**config.mk**
```make
export PLATFORM = sky130hd
export DESIGN_NAME = wash_cycle_sequencer
export DESIGN_NICKNAME = d
export VERILOG_FILES = /design/src/rtl/wash_cycle_sequencer.sv
export SDC_FILE = /design/constraint.sdc
export NUM_CORES = 1
export LEC_CHECK = 0
export BUFFER_PORTS_ARGS = -buffer_cell sky130_fd_sc_hd__buf_2
export CORE_MARGIN = 2
export CORE_UTILIZATION = 37
export DETAILED_ROUTE_END_ITERATION = 10
export SYNTH_ARGS = -nofsm -noshare
export SYNTH_HDL_FRONTEND = slang
export SYNTH_SLANG_ARGS = --single-unit
```
**constraint.sdc**
```tcl
create_clock -name clk -period 2.56 [get_ports clk]
set_input_delay 0.384 -clock clk [delete_from_list [all_inputs] [get_ports clk]]
set_output_delay 0.384 -clock clk [all_outputs]
set_load 0.02 [all_outputs]
```
**src/rtl/wash_cycle_sequencer.sv**
```systemverilog
// Wash program sequencer: fill/wash/drain/rinse/spin timed FSM driving the
// command code and operand of the downstream command-processing stage.
//
// state   | meaning
// IDLE    | waiting for start with door closed and a legal program
// FILL    | filling drum, guarded by fill timeout
// WASH    | agitating at wash speed, timed (doubled for heavy)
// DRAIN   | pumping out until water_empty
// RINSE   | agitating at rinse speed, timed
// SPIN    | high-speed spin, timed
// PAUSE   | user pause or door open; timer frozen, return state saved
// DONE    | one-cycle completion pulse
// ERROR   | fill timeout, held until reset
module wash_cycle_sequencer #(
   parameter int          TICK_DIV     = 16,
   parameter int          WASH_TICKS   = 20,
   parameter int          RINSE_TICKS  = 10,
   parameter int          SPIN_TICKS   = 8,
   parameter int          FILL_TIMEOUT = 30,
   parameter logic [7:0]  FILL_LEVEL   = 8'h40,
   parameter logic [7:0]  WASH_SPEED   = 8'h20,
   parameter logic [7:0]  RINSE_SPEED  = 8'h18,
   parameter logic [7:0]  SPIN_SPEED   = 8'hC0
) (
   input  logic       clk,
   input  logic       rst,
   input  logic       start,
   input  logic [1:0] program_sel,
   input  logic       door_closed,
   input  logic       pause,
   input  logic       water_full,
   input  logic       water_empty,
   output logic [2:0] ctrl,
   output logic [7:0] cmd_data,
   output logic [2:0] phase,
   output logic       busy,
   output logic       door_lock,
   output logic       done,
   output logic       error
);

   typedef enum logic [3:0] {
      S_IDLE, S_FILL, S_WASH, S_DRAIN, S_RINSE, S_SPIN, S_PAUSE, S_DONE, S_ERROR
   } state_t;

   localparam int             PW       = $clog2(TICK_DIV);
   localparam logic [PW-1:0]  PRE_LAST = PW'(TICK_DIV - 1);

   state_t        state, state_nx, ret_state;
   logic [15:0]   timer, load_val;
   logic [PW-1:0] prescaler;
   logic [1:0]    rinses_left;
   logic          heavy, wash_done;
   logic          hold_req, timed, tick, entering;
   logic [2:0]    ctrl_nx, phase_nx;
   logic [7:0]    data_nx;
   logic          busy_nx, lock_nx, done_nx, error_nx;

   assign hold_req = pause | ~door_closed;
   assign timed    = (state == S_FILL) || (state == S_WASH) ||
                     (state == S_RINSE) || (state == S_SPIN);
   assign tick     = (prescaler == PRE_LAST);
   // A pause round trip keeps the frozen timer; only real phase changes reload it.
   assign entering = (state_nx != state) && (state != S_PAUSE) && (state_nx != S_PAUSE);

   always_comb begin
      state_nx = state;
      case (state)
         S_IDLE:
            if (start && door_closed && (program_sel != 2'b11)) state_nx = S_FILL;
         S_FILL, S_WASH, S_DRAIN, S_RINSE, S_SPIN: begin
            if (hold_req) begin
               state_nx = S_PAUSE;
            end else begin
               case (state)
                  S_FILL:
                     if (water_full)        state_nx = wash_done ? S_RINSE : S_WASH;
                     else if (timer == '0)  state_nx = S_ERROR;
                  S_WASH, S_RINSE:
                     if (timer == '0)       state_nx = S_DRAIN;
                  S_DRAIN:
                     if (water_empty)       state_nx = (rinses_left != 2'd0) ? S_FILL : S_SPIN;
                  S_SPIN:
                     if (timer == '0)       state_nx = S_DONE;
                  default: state_nx = state;
               endcase
            end
         end
         S_PAUSE:
            if (!hold_req) state_nx = ret_state;
         S_DONE:  state_nx = S_IDLE;
         S_ERROR: state_nx = S_ERROR;
         default: state_nx = S_IDLE;
      endcase
   end

   always_comb begin
      load_val = '0;
      case (state_nx)
         S_FILL:  load_val = 16'(FILL_TIMEOUT);
         S_WASH:  load_val = heavy ? 16'(2 * WASH_TICKS) : 16'(WASH_TICKS);
         S_RINSE: load_val = 16'(RINSE_TICKS);
         S_SPIN:  load_val = 16'(SPIN_TICKS);
         default: load_val = '0;
      endcase
   end

   always_comb begin
      ctrl_nx  = 3'b000;
      data_nx  = 8'h00;
      phase_nx = 3'd0;
      busy_nx  = 1'b0;
      lock_nx  = 1'b0;
      done_nx  = 1'b0;
      error_nx = 1'b0;
      case (state_nx)
         S_FILL:  begin ctrl_nx = 3'b001; data_nx = FILL_LEVEL;  phase_nx = 3'd1; busy_nx = 1'b1; lock_nx = 1'b1; end
         S_WASH:  begin ctrl_nx = 3'b010; data_nx = WASH_SPEED;  phase_nx = 3'd2; busy_nx = 1'b1; lock_nx = 1'b1; end
         S_DRAIN: begin                                          phase_nx = 3'd3; busy_nx = 1'b1; lock_nx = 1'b1; end
         S_RINSE: begin ctrl_nx = 3'b010; data_nx = RINSE_SPEED; phase_nx = 3'd4; busy_nx = 1'b1; lock_nx = 1'b1; end
         S_SPIN:  begin ctrl_nx = 3'b011; data_nx = SPIN_SPEED;  phase_nx = 3'd5; busy_nx = 1'b1; lock_nx = 1'b1; end
         S_PAUSE: begin phase_nx = 3'd6; busy_nx = 1'b1; end
         S_DONE:  begin phase_nx = 3'd7; done_nx = 1'b1; end
         S_ERROR: begin phase_nx = 3'd7; error_nx = 1'b1; end
         default: phase_nx = 3'd0;
      endcase
   end

   always_ff @(posedge clk or posedge rst) begin
      if (rst) begin
         state       <= S_IDLE;
         ret_state   <= S_IDLE;
         timer       <= '0;
         prescaler   <= '0;
         rinses_left <= 2'd0;
         heavy       <= 1'b0;
         wash_done   <= 1'b0;
         ctrl        <= 3'b000;
         cmd_data    <= 8'h00;
         phase       <= 3'd0;
         busy        <= 1'b0;
         door_lock   <= 1'b0;
         done        <= 1'b0;
         error       <= 1'b0;
      end else begin
         state     <= state_nx;
         ctrl      <= ctrl_nx;
         cmd_data  <= data_nx;
         phase     <= phase_nx;
         busy      <= busy_nx;
         door_lock <= lock_nx;
         done      <= done_nx;
         error     <= error_nx;

         if (state_nx == S_PAUSE && state != S_PAUSE) ret_state <= state;

         // program code 00/01/10 equals the rinse count directly
         if (state == S_IDLE && state_nx == S_FILL) begin
            rinses_left <= program_sel;
            heavy       <= (program_sel == 2'b10);
            wash_done   <= 1'b0;
         end
         if (state == S_WASH && state_nx == S_DRAIN)  wash_done   <= 1'b1;
         if (state == S_RINSE && state_nx == S_DRAIN) rinses_left <= rinses_left - 2'd1;

         if (entering) begin
            prescaler <= '0;
            timer     <= load_val;
         end else if (state_nx == state && timed && timer != '0) begin
            if (tick) begin
               prescaler <= '0;
               timer     <= timer - 16'd1;
            end else begin
               prescaler <= prescaler + 1'b1;
            end
         end
      end
   end

endmodule

```
=== Word level (Yosys, flattened, before mapping) ===
Cells that the tools add are included.

* Register bits after elaboration: 50
* Input bits: 9
* Output and inout port bits: 18
* Word-level logic and storage cells: 100

* Add/sub/neg operators: 3
* Equal/unequal tests: 22
* Mux-type cells: 31
* Bitwise logic cells: 2
* Reductions and logical operators: 28

{| class="wikitable"
|+ Operators by type and width
! cell !! count
|-
| two-way mux 16 bit || 3
|-
| two-way mux 4 bit || 11
|-
| case mux 4 bit (4 select lines) || 2
|-
| case mux 8 bit (4 select lines) || 1
|-
| == test 4 x 3 -> 1 bit (second input constant) || 7
|-
| case mux 6 bit (4 select lines) || 1
|-
| case mux 3 bit (7 select lines) || 1
|-
| == test 4 x 2 -> 1 bit (second input constant) || 4
|-
| logical NOT 16 bit || 1
|-
| nonzero test 16 bit || 1
|-
| subtractor 16 x 1 -> 16 bit (second input constant) || 1
|-
| == test 4 bit (second input constant) || 3
|-
| logical AND 1 bit || 10
|-
| nonzero test 2 bit || 5
|-
| OR reduction 5 bit || 2
|-
| == test 4 x 1 -> 1 bit (second input constant) || 2
|-
| inequality test 4 x 3 -> 1 bit (second input constant) || 2
|-
| two-way mux 1 bit || 6
|-
| two-way mux 3 bit || 2
|-
| two-way mux 6 bit || 1
|-
| case mux 2 bit (3 select lines) || 1
|-
| OR reduction 2 bit || 3
|-
| OR reduction 6 bit || 1
|-
| adder 4 x 1 -> 4 bit (second input constant) || 1
|-
| other kinds (11) || 14
|}

=== Logic depth before layout (Yosys ltp) ===
Gate-level depths: netlist of run 1.

* Depth in word-level cells: 11
* Mapped depth: 13
* Depth with buffers taken out: 10

=== Least setup slack after synthesis of run 1 ===
No wires, ideal clock.

* Path kind: register to register
* Start point: register timer[0]
* End point: register timer[11]
* Arrival: 2338 ps
* Data required time: 2441 ps
* Slack: 103 ps
* Stages on the path, launching flop included: 14
* Buffers on the path: 3
* Clock period less this slack: 2457 ps
* Cell sequence: dfrtp_1 > inv_1 > ha_1 > nor4b_1 > nand4_1 > nor2_1 > o31a_1 > buf_2 > inv_1 > and3_1 > nor3_2 > buf_4 > buf_6 > nor2_1

* Longest elaborated chain between the ends: 11
* Elaborated cells between the ends (all ways): 23

{| class="wikitable"
|+ RTL lines
! item !! line !! text
|-
| from (decl) || 50 || <nowiki>logic [15:0] timer, load_val;</nowiki>
|-
| from (signal assigned) || 168 || <nowiki>timer <= load_val;</nowiki>
|-
| from (signal assigned) || 172 || <nowiki>timer <= timer - 16'd1;</nowiki>
|-
| logical NOT 16 bit (*) || 78, 80, 84 ||
|-
| two-way mux 4 bit || 78 || <nowiki>else if (timer == '0) state_nx = S_ERROR;</nowiki>
|-
| two-way mux 4 bit || 77 || <nowiki>if (water_full) state_nx = wash_done ? S_RINSE : S_WASH;</nowiki>
|-
| case mux 4 bit (4 select lines) (*) || 75 || <nowiki>case (state)</nowiki>
|-
| two-way mux 4 bit (*) || 72 || <nowiki>if (hold_req) begin</nowiki>
|-
| case mux 4 bit (4 select lines) (*) || 68 || <nowiki>case (state)</nowiki>
|-
| named net state_nx[2] || 49 || <nowiki>state_t state, state_nx, ret_state;</nowiki>
|-
| inequality test 4 bit / == test 4 bit (equally long branches) || 64, 169 ||
|-
| logical AND 1 bit (on tied branches) (2 in series) || 64, 169 ||
|-
| nonzero test 2 bit (no line) || - ||
|-
| AND reduction 2 bit (no line) || - ||
|}

The timed path passes the listed nets; every way through them passes the cells marked *. The select of a mux whose other input is x is not followed.
A chain may end at the register's enable or synchronous reset.

=== Final worst setup path of run 1 ===
* Start point: register state[1]
* End point: register prescaler[2]

* Longest elaborated chain between the ends: 9
* Elaborated cells between the ends (all ways): 33

{| class="wikitable"
|+ RTL lines
! item !! line !! text
|-
| from (decl) || 49 ||
|-
| from (signal assigned) || 146 || <nowiki>state <= state_nx;</nowiki>
|-
| == test 4 x 2 -> 1 bit, or another cell as far along || 60, 68, 75 ||
|-
| OR reduction 2 bit / two-way mux 4 bit (equally long branches) || 75, 77 ||
|-
| case mux 4 bit (4 select lines) || 75 ||
|-
| two-way mux 4 bit || 72 ||
|-
| case mux 4 bit (4 select lines) || 68 ||
|-
| inequality test 4 bit / == test 4 bit (equally long branches) || 64, 169 ||
|-
| logical AND 1 bit (on tied branches) (2 in series) || 64, 169 ||
|-
| two-way mux 4 bit / nonzero test 2 bit (equally long branches) || - ||
|-
| to (signal assigned) || 174 || <nowiki>prescaler <= prescaler + 1'b1;</nowiki>
|-
| to (decl) || 51 || <nowiki>logic [PW-1:0] prescaler;</nowiki>
|}

Several ways; a longest one is shown, not always the timed one.

==> results.json, run 1 <==
{
  "root_buffer": "clkbuf_8",
  "hold_viol": 0,
  "cp.required_ns": 2.80,
  "synth-edff-count": 0,
  "grt-busiest-layer": "met2",
  "area_delta_synth_final_pct": 34.6,
  "placed_area_um2": 3060,
  "ys_async_sr_fraction_pct": 100,
  "grt_usage_pct": 17.3,
  "grt_use_met2_pct": 26.9,
  "io_buffers": 22,
  "register_area_um2": 1100,
  "clk_pin_slew_worst_paths_ns": 0.09,
  "core_area_um2": 6790,
  "hold_path_class": "in2async",
  "postRouteAntennaNets": 0,
  "fill_cells": 619,
  "final_nets": 366,
  "via_per_inst": 5.10,
  "timing.final.crit_share_pct": 97.6,
  "endpoint_kind": "flop",
  "p_seq_share_pct": 22.7,
  "netlist_area_um2": 2590,
  "gp_congestion": 0.886,
  "setup_tns_ns": 0,
  "num_antenna_cells": 0,
  "drt_iter0_drc": 92,
  "start_util_pct": 38.1,
  "cp_num_cells": 8,
  "relSlewSlack_pct": 62.6,
  "outcome": "completed",
  "cts_max_level": 2,
  "cts_buffers": 5,
  "place_inst": 434,
  "worstPathCellList": "buf_4, or3_1, nand3_2, and3_4, a32oi_4, or4_4, or3_4, a21oi_2",
  "ys.flop_type": "dfrtp_1",
  "finalCriticalPeriod_ns": 2.50,
  "antenna_found_initial": 0,
  "std_cell_rows": 30,
  "layout-drive-gt1-share_pct": 36.6,
  "ys_types": 57,
  "firstDrtPassIters": 4,
  "p_sw_mw": 1.82,
  "vias": 2299,
  "die_w_um": 87.6,
  "clock_power_share_pct": 13.2,
  "startpoint_type": "flop",
  "critPathMaxStageDelay_ns": 0.52,
  "power_frac_comb_pct": 64.1,
  "synth-seq-cells": 44,
  "wl_um": 6550,
  "overflow": 0,
  "multi_input_area_um2": 1540,
  "grt_pass1_wl_um": 10500,
  "ir_drop_mv": 0.633,
  "rr_worst_depth": 8,
  "postCtsHoldBufs": 0,
  "clock-sinks": 44,
  "critical_path_arrival_ns": 2.74,
  "final_cells": 451,
  "switching_share_pct": 41.9,
  "place_hpwl_um": 4490,
  "route.detailed.drc": 0,
  "slowest_stage": "or4_4",
  "clock_latency_ns": 0.30,
  "finalSetupViolations": 0,
  "die_y_um": 87.6,
  "fin_area_um2": 3480,
  "dieArea_um2": 7680,
  "power.internal_mw": 2.53,
  "grt_max_degree": 45,
  "power.leakage_nw": 1.58,
  "grt_pass1_vias": 2245,
  "yosysWarnings": 0,
  "powerDensity_nw_per_um2": 1250,
  "grtUsageMet3_pct": 2.73,
  "drv_cap": 0,
  "drv_slew": 0,
  "final_cell_mix": "buf_4, dfrtp_1, nor2_1",
  "crit_fanout": 4,
  "worst_slew_pin_slew_ns": 0.561,
  "clock.fmax_mhz": 400,
  "path_buf_inv": 1,
  "synth_cells": 286,
  "synth-seq-area-share_pct": 42.5,
  "cts_tree": "yes",
  "syn_avg_cell_area_um2": 9.05,
  "wl_per_cell_um": 14.5,
  "grt_use_met1_pct": 24.7,
  "io_pins": 27,
  "finClkSkew_ns": 0.00439,
  "worst-setup-path-type": "reg2reg",
  "final_common_cell": "buf_4",
  "cts_buffer_depth": 2,
  "cp_top_family": "simple AND/OR/NAND/NOR gates"
}
worst register-to-register path, cell delays in order, from the launching register on:
cell and delay [ns]:
dfrtp_2 0.44, buf_4 0.16, or3_1 0.40, nand3_2 0.11
and3_4 0.22, a32oi_4 0.08, or4_4 0.52, or3_4 0.39
a21oi_2 0.12
final timing paths:
path                                               start                    endpoint  slack (ns)
worst min register to register  ret_state[3]$_DFFE_PP0P_    ret_state[3]$_DFFE_PP0P_        0.54
max in group asynchronous                            rst          state[1]$_DFF_PP0_        1.94
worst max-delay path                  state[1]$_DFF_PP0_    prescaler[2]$_DFFE_PP0P_        0.06
worst max register to register        state[1]$_DFF_PP0_    prescaler[2]$_DFFE_PP0P_        0.06
min in group clk                          program_sel[0]  rinses_left[0]$_DFFE_PP0P_        0.33
worst min-delay path                                 rst        timer[6]$_DFFE_PP0P_        0.21
synth_stat cells (7+ instances only):
cell       n  area share (%)
dfrtp_1   44              43
inv_1     12             1.7
a21oi_1   11             2.1
nor4_1    11             2.7
nor2_1    33             4.8
or3_1     10             2.4
buf_4      8             2.3
nand3_1    9             1.7
nor3_1    14             2.7
nand2b_1   7             1.7
nand2_1   20             2.9
xnor2_1   15             5.1
o21ai_0   16             3.1
kinds of logic after synthesis:
| family | count (synthesis) | share of synthesized area [%] |
|---|---|---|
| AOI/OAI and AO/OA | 49 | 13.1 |
| other | 1 | 0.145 |
| adders and majority gates | 3 | 1.45 |
| DFF | 44 | 42.5 |
| buffers and inverters | 32 | 6.57 |
| and+or+nand+nor | 135 | 28.3 |
| xor gates and xnor gates | 16 | 5.41 |
| muxes | 6 | 2.42 |
layer usage:
metal	up-vias	wire, µm	part of all wire [%]
met4	0	59	0.90
li1	1149	-	-
met3	7	193	2.9
met5	-	0	0
met2	41	3150	48
met1	1102	3140	48
power groups by stage:
stage	Clock [mW]	Sequential (mW)	Combinational (mW)
floorplan	0	1.05	1.41
global placement	0	0.997	2.25
detailed placement	0	0.993	2.26
CTS	0.588	0.989	2.34
global route	0.609	1.01	3.06
finish	0.577	0.987	2.79
cell type report:
type | count | area share, %
Clock inverter | 2 | 1.11
Clock buffer | 6 | 2.37
Multi-Input combinational cell | 213 | 44.2
Sequential cell | 44 | 31.7
Timing Repair Buffer | 78 | 15.9
Tap cell | 96 | 3.45
Inverter | 12 | 1.29
timing repair:
item,in CTS,in global routing
pin swaps,2,15
resized for setup,7,48
cloned,0,0
setup endpoints to repair,20,24
buffers inserted,1,10
flip-flops by register name, indices dropped and copies added, names as in the netlist:
| name | count |
|---|---|
| busy | 1 |
| cmd_data | 3 |
| ctrl | 2 |
| done | 1 |
| door_lock | 1 |
| error | 1 |
| heavy | 1 |
| phase | 3 |
| prescaler | 4 |
| ret_state | 4 |
| rinses_left | 2 |
| state | 4 |
| timer | 16 |
| wash_done | 1 |
stage by stage:
stage                     hold slack, ns  setup WS, ns  util (%)  power (mW)
final                              0.209        0.0607      51.3        4.35
after global routing               0.264        -0.107      51.3        4.68
after CTS                          0.231        0.0176      47.4        3.91
after detailed placement           0.496        -0.107      45.0        3.26
after global placement             0.500      -0.00604      45.0        3.25
after floorplan                    0.473         0.103         -        2.46
(Power assumes the default switching activity.)
==> run 2, diff against run 1 <==
- RECOVER_POWER: default -> 100
==> run 2 against run 1 <==
  * Clock skew is 0.0020 ns higher
  * Register-to-register slack hardly changed
  * Hold slack improved by 0.12 ns
  * Critical path type unchanged
  * Largest cell class unchanged
  * Highest routed layer unchanged
==> results.json, run 2 (same netlist as run 1, synthesis figures left out) <==
{
  "drt-met1-wl_um": 3130,
  "postCtsHoldBufs": 0,
  "place_ws_ns": -0.107,
  "powerDensity_nw_per_um2": 1250,
  "via_per_inst": 5.10,
  "largest_register_ffs": 16,
  "cts_buffer_depth": 2,
  "overflow": 0,
  "crit_fanout": 4,
  "critical_path_arrival_ns": 2.73,
  "timing.final.crit_share_pct": 97.7,
  "clk_pin_slew_worst_paths_ns": 0.09,
  "postRouteAntennaNets": 0,
  "hold_path_class": "in2reg",
  "grt_usage_pct": 17.3,
  "total_power_mw": 4.33,
  "power_frac_comb_pct": 63.9,
  "finClkSkew_ns": 0.00637,
  "area_delta_synth_final_pct": 33.7,
  "p_seq_share_pct": 22.9,
  "clock_latency_ns": 0.30,
  "clock.fmax_mhz": 400,
  "dieArea_um2": 7680,
  "place_inst": 434,
  "clock_power_share_pct": 13.2,
  "worstPathCellList": "buf_4, or3_1, nand3_2, and3_4, a32oi_4, or4_4, or3_4, a21oi_2",
  "final_cell_mix": "buf_4, dfrtp_1, nor2_1",
  "setup_slack_ns": 0.0598,
  "power.leakage_nw": 1.53,
  "num_antenna_cells": 0,
  "hold_viol": 0,
  "io_buffers": 22,
  "regMostFlops": "timer",
  "cts_max_level": 2,
  "root_buffer": "clkbuf_8",
  "final_common_cell": "buf_4",
  "startpoint_type": "flop",
  "critPathMaxStageDelay_ns": 0.52,
  "path_buf_inv": 1,
  "antenna_found_initial": 0,
  "clock-sinks": 44,
  "route.detailed.drc": 0,
  "grt_pass1_wl_um": 10500,
  "layout-drive-gt1-share_pct": 32.4,
  "finalCriticalPeriod_ns": 2.50,
  "drv_cap": 0,
  "power.internal_mw": 2.50,
  "worst-setup-path-type": "reg2reg",
  "grt_pass1_vias": 2245,
  "std_cell_rows": 30,
  "die_y_um": 87.6,
  "grt_max_degree": 45,
  "ir_drop_mv": 0.620,
  "fin_hold_ws_ns": 0.330,
  "vias": 2298,
  "cp_top_family": "simple AND/OR/NAND/NOR gates",
  "met3_length_um": 202,
  "cp.required_ns": 2.79,
  "final_cells": 451,
  "met2WireLength_um": 3170,
  "final_nets": 366,
  "core_area_um2": 6790,
  "drt_iter0_drc": 125,
  "slowest_stage": "or4_4",
  "setup_tns_ns": 0,
  "relSlewSlack_pct": 27.0,
  "fill_cells": 630,
  "outcome": "completed",
  "place_hpwl_um": 4490,
  "switching_share_pct": 42.1,
  "finalSetupViolations": 0,
  "die_w_um": 87.6,
  "gp_congestion": 0.886,
  "p_sw_mw": 1.82,
  "cts_buffers": 5,
  "io_pins": 27,
  "start_util_pct": 38.1,
  "endpoint_kind": "flop",
  "wl_per_cell_um": 14.6,
  "dr.max_layer_used": "met4",
  "drv_slew": 0,
  "worst_slew_pin_slew_ns": 1.09,
  "wl_um": 6570,
  "cts_tree": "yes",
  "firstDrtPassIters": 4
}
==> run 2: changes by cell type in the layout (fill, tap and decap cells not counted), sizes merged <==
cell | before | now
buf | 78 | 62
clkbuf | 6 | 22
==> run 2: worst paths after layout <==
path                                          start                          to  slack [ns]  cells past startpoint
setup reg to reg                 state[1]$_DFF_PP0_    prescaler[2]$_DFFE_PP0P_        0.06                      8
hold / removal                       program_sel[0]  rinses_left[0]$_DFFE_PP0P_        0.33                      2
max in group asynchronous                       rst          state[2]$_DFF_PP0_        1.40                      3
hold reg to reg            ret_state[3]$_DFFE_PP0P_    ret_state[3]$_DFFE_PP0P_        0.54                      2
min in group asynchronous                       rst        timer[7]$_DFFE_PP0P_        0.42                      3
setup / recovery                 state[1]$_DFF_PP0_    prescaler[2]$_DFFE_PP0P_        0.06                      8
==> run 2: cell type report <==
cell class / instances / area [µm²] / area share (%)
clock inverters: 2 / 38.8 / 1.12
multi-input cells: 213 / 1540 / 44.5
flip-flops and latches: 44 / 1100 / 31.9
repair buffers: 78 / 529 / 15.3
well taps: 96 / 120 / 3.47
inverters: 12 / 45.0 / 1.30
clock buffers: 6 / 82.6 / 2.39
==> run 2: what timing repair did <==
item / 4_1_cts / 5_1_grt
pin swaps: 2 / 15
setup buffers: 1 / 10
gates resized for setup: 7 / 48
endpoints found under the setup margin: 20 / 24
hold endpoints to repair: 0 / 0
==> run 2: power by group through the flow <==
stage | clock network, mW | registers, mW | logic [mW]
after floorplan | 0 | 1.05 | 1.41
after global placement | 0 | 0.997 | 2.25
after detailed placement | 0 | 0.993 | 2.26
after CTS | 0.588 | 0.989 | 2.34
after global routing | 0.609 | 1.01 | 3.03
final | 0.572 | 0.990 | 2.76
==> run 2: layer usage <==
layer | up-vias | GRT usage, %
li1 | 1147 | -
met1 | 1101 | 24.7
met2 | 42 | 26.9
met3 | 8 | 2.73
met4 | 0 | 6.01
met5 | - | 0
==> run 2: metrics by stage <==
stage / utilization [%] / area (µm²)
floorplan: - / 2600
global placement: 45.0 / 3060
detailed placement: 45.0 / 3060
CTS: 47.4 / 3220
global route: 50.9 / 3460
finish: 50.9 / 3460
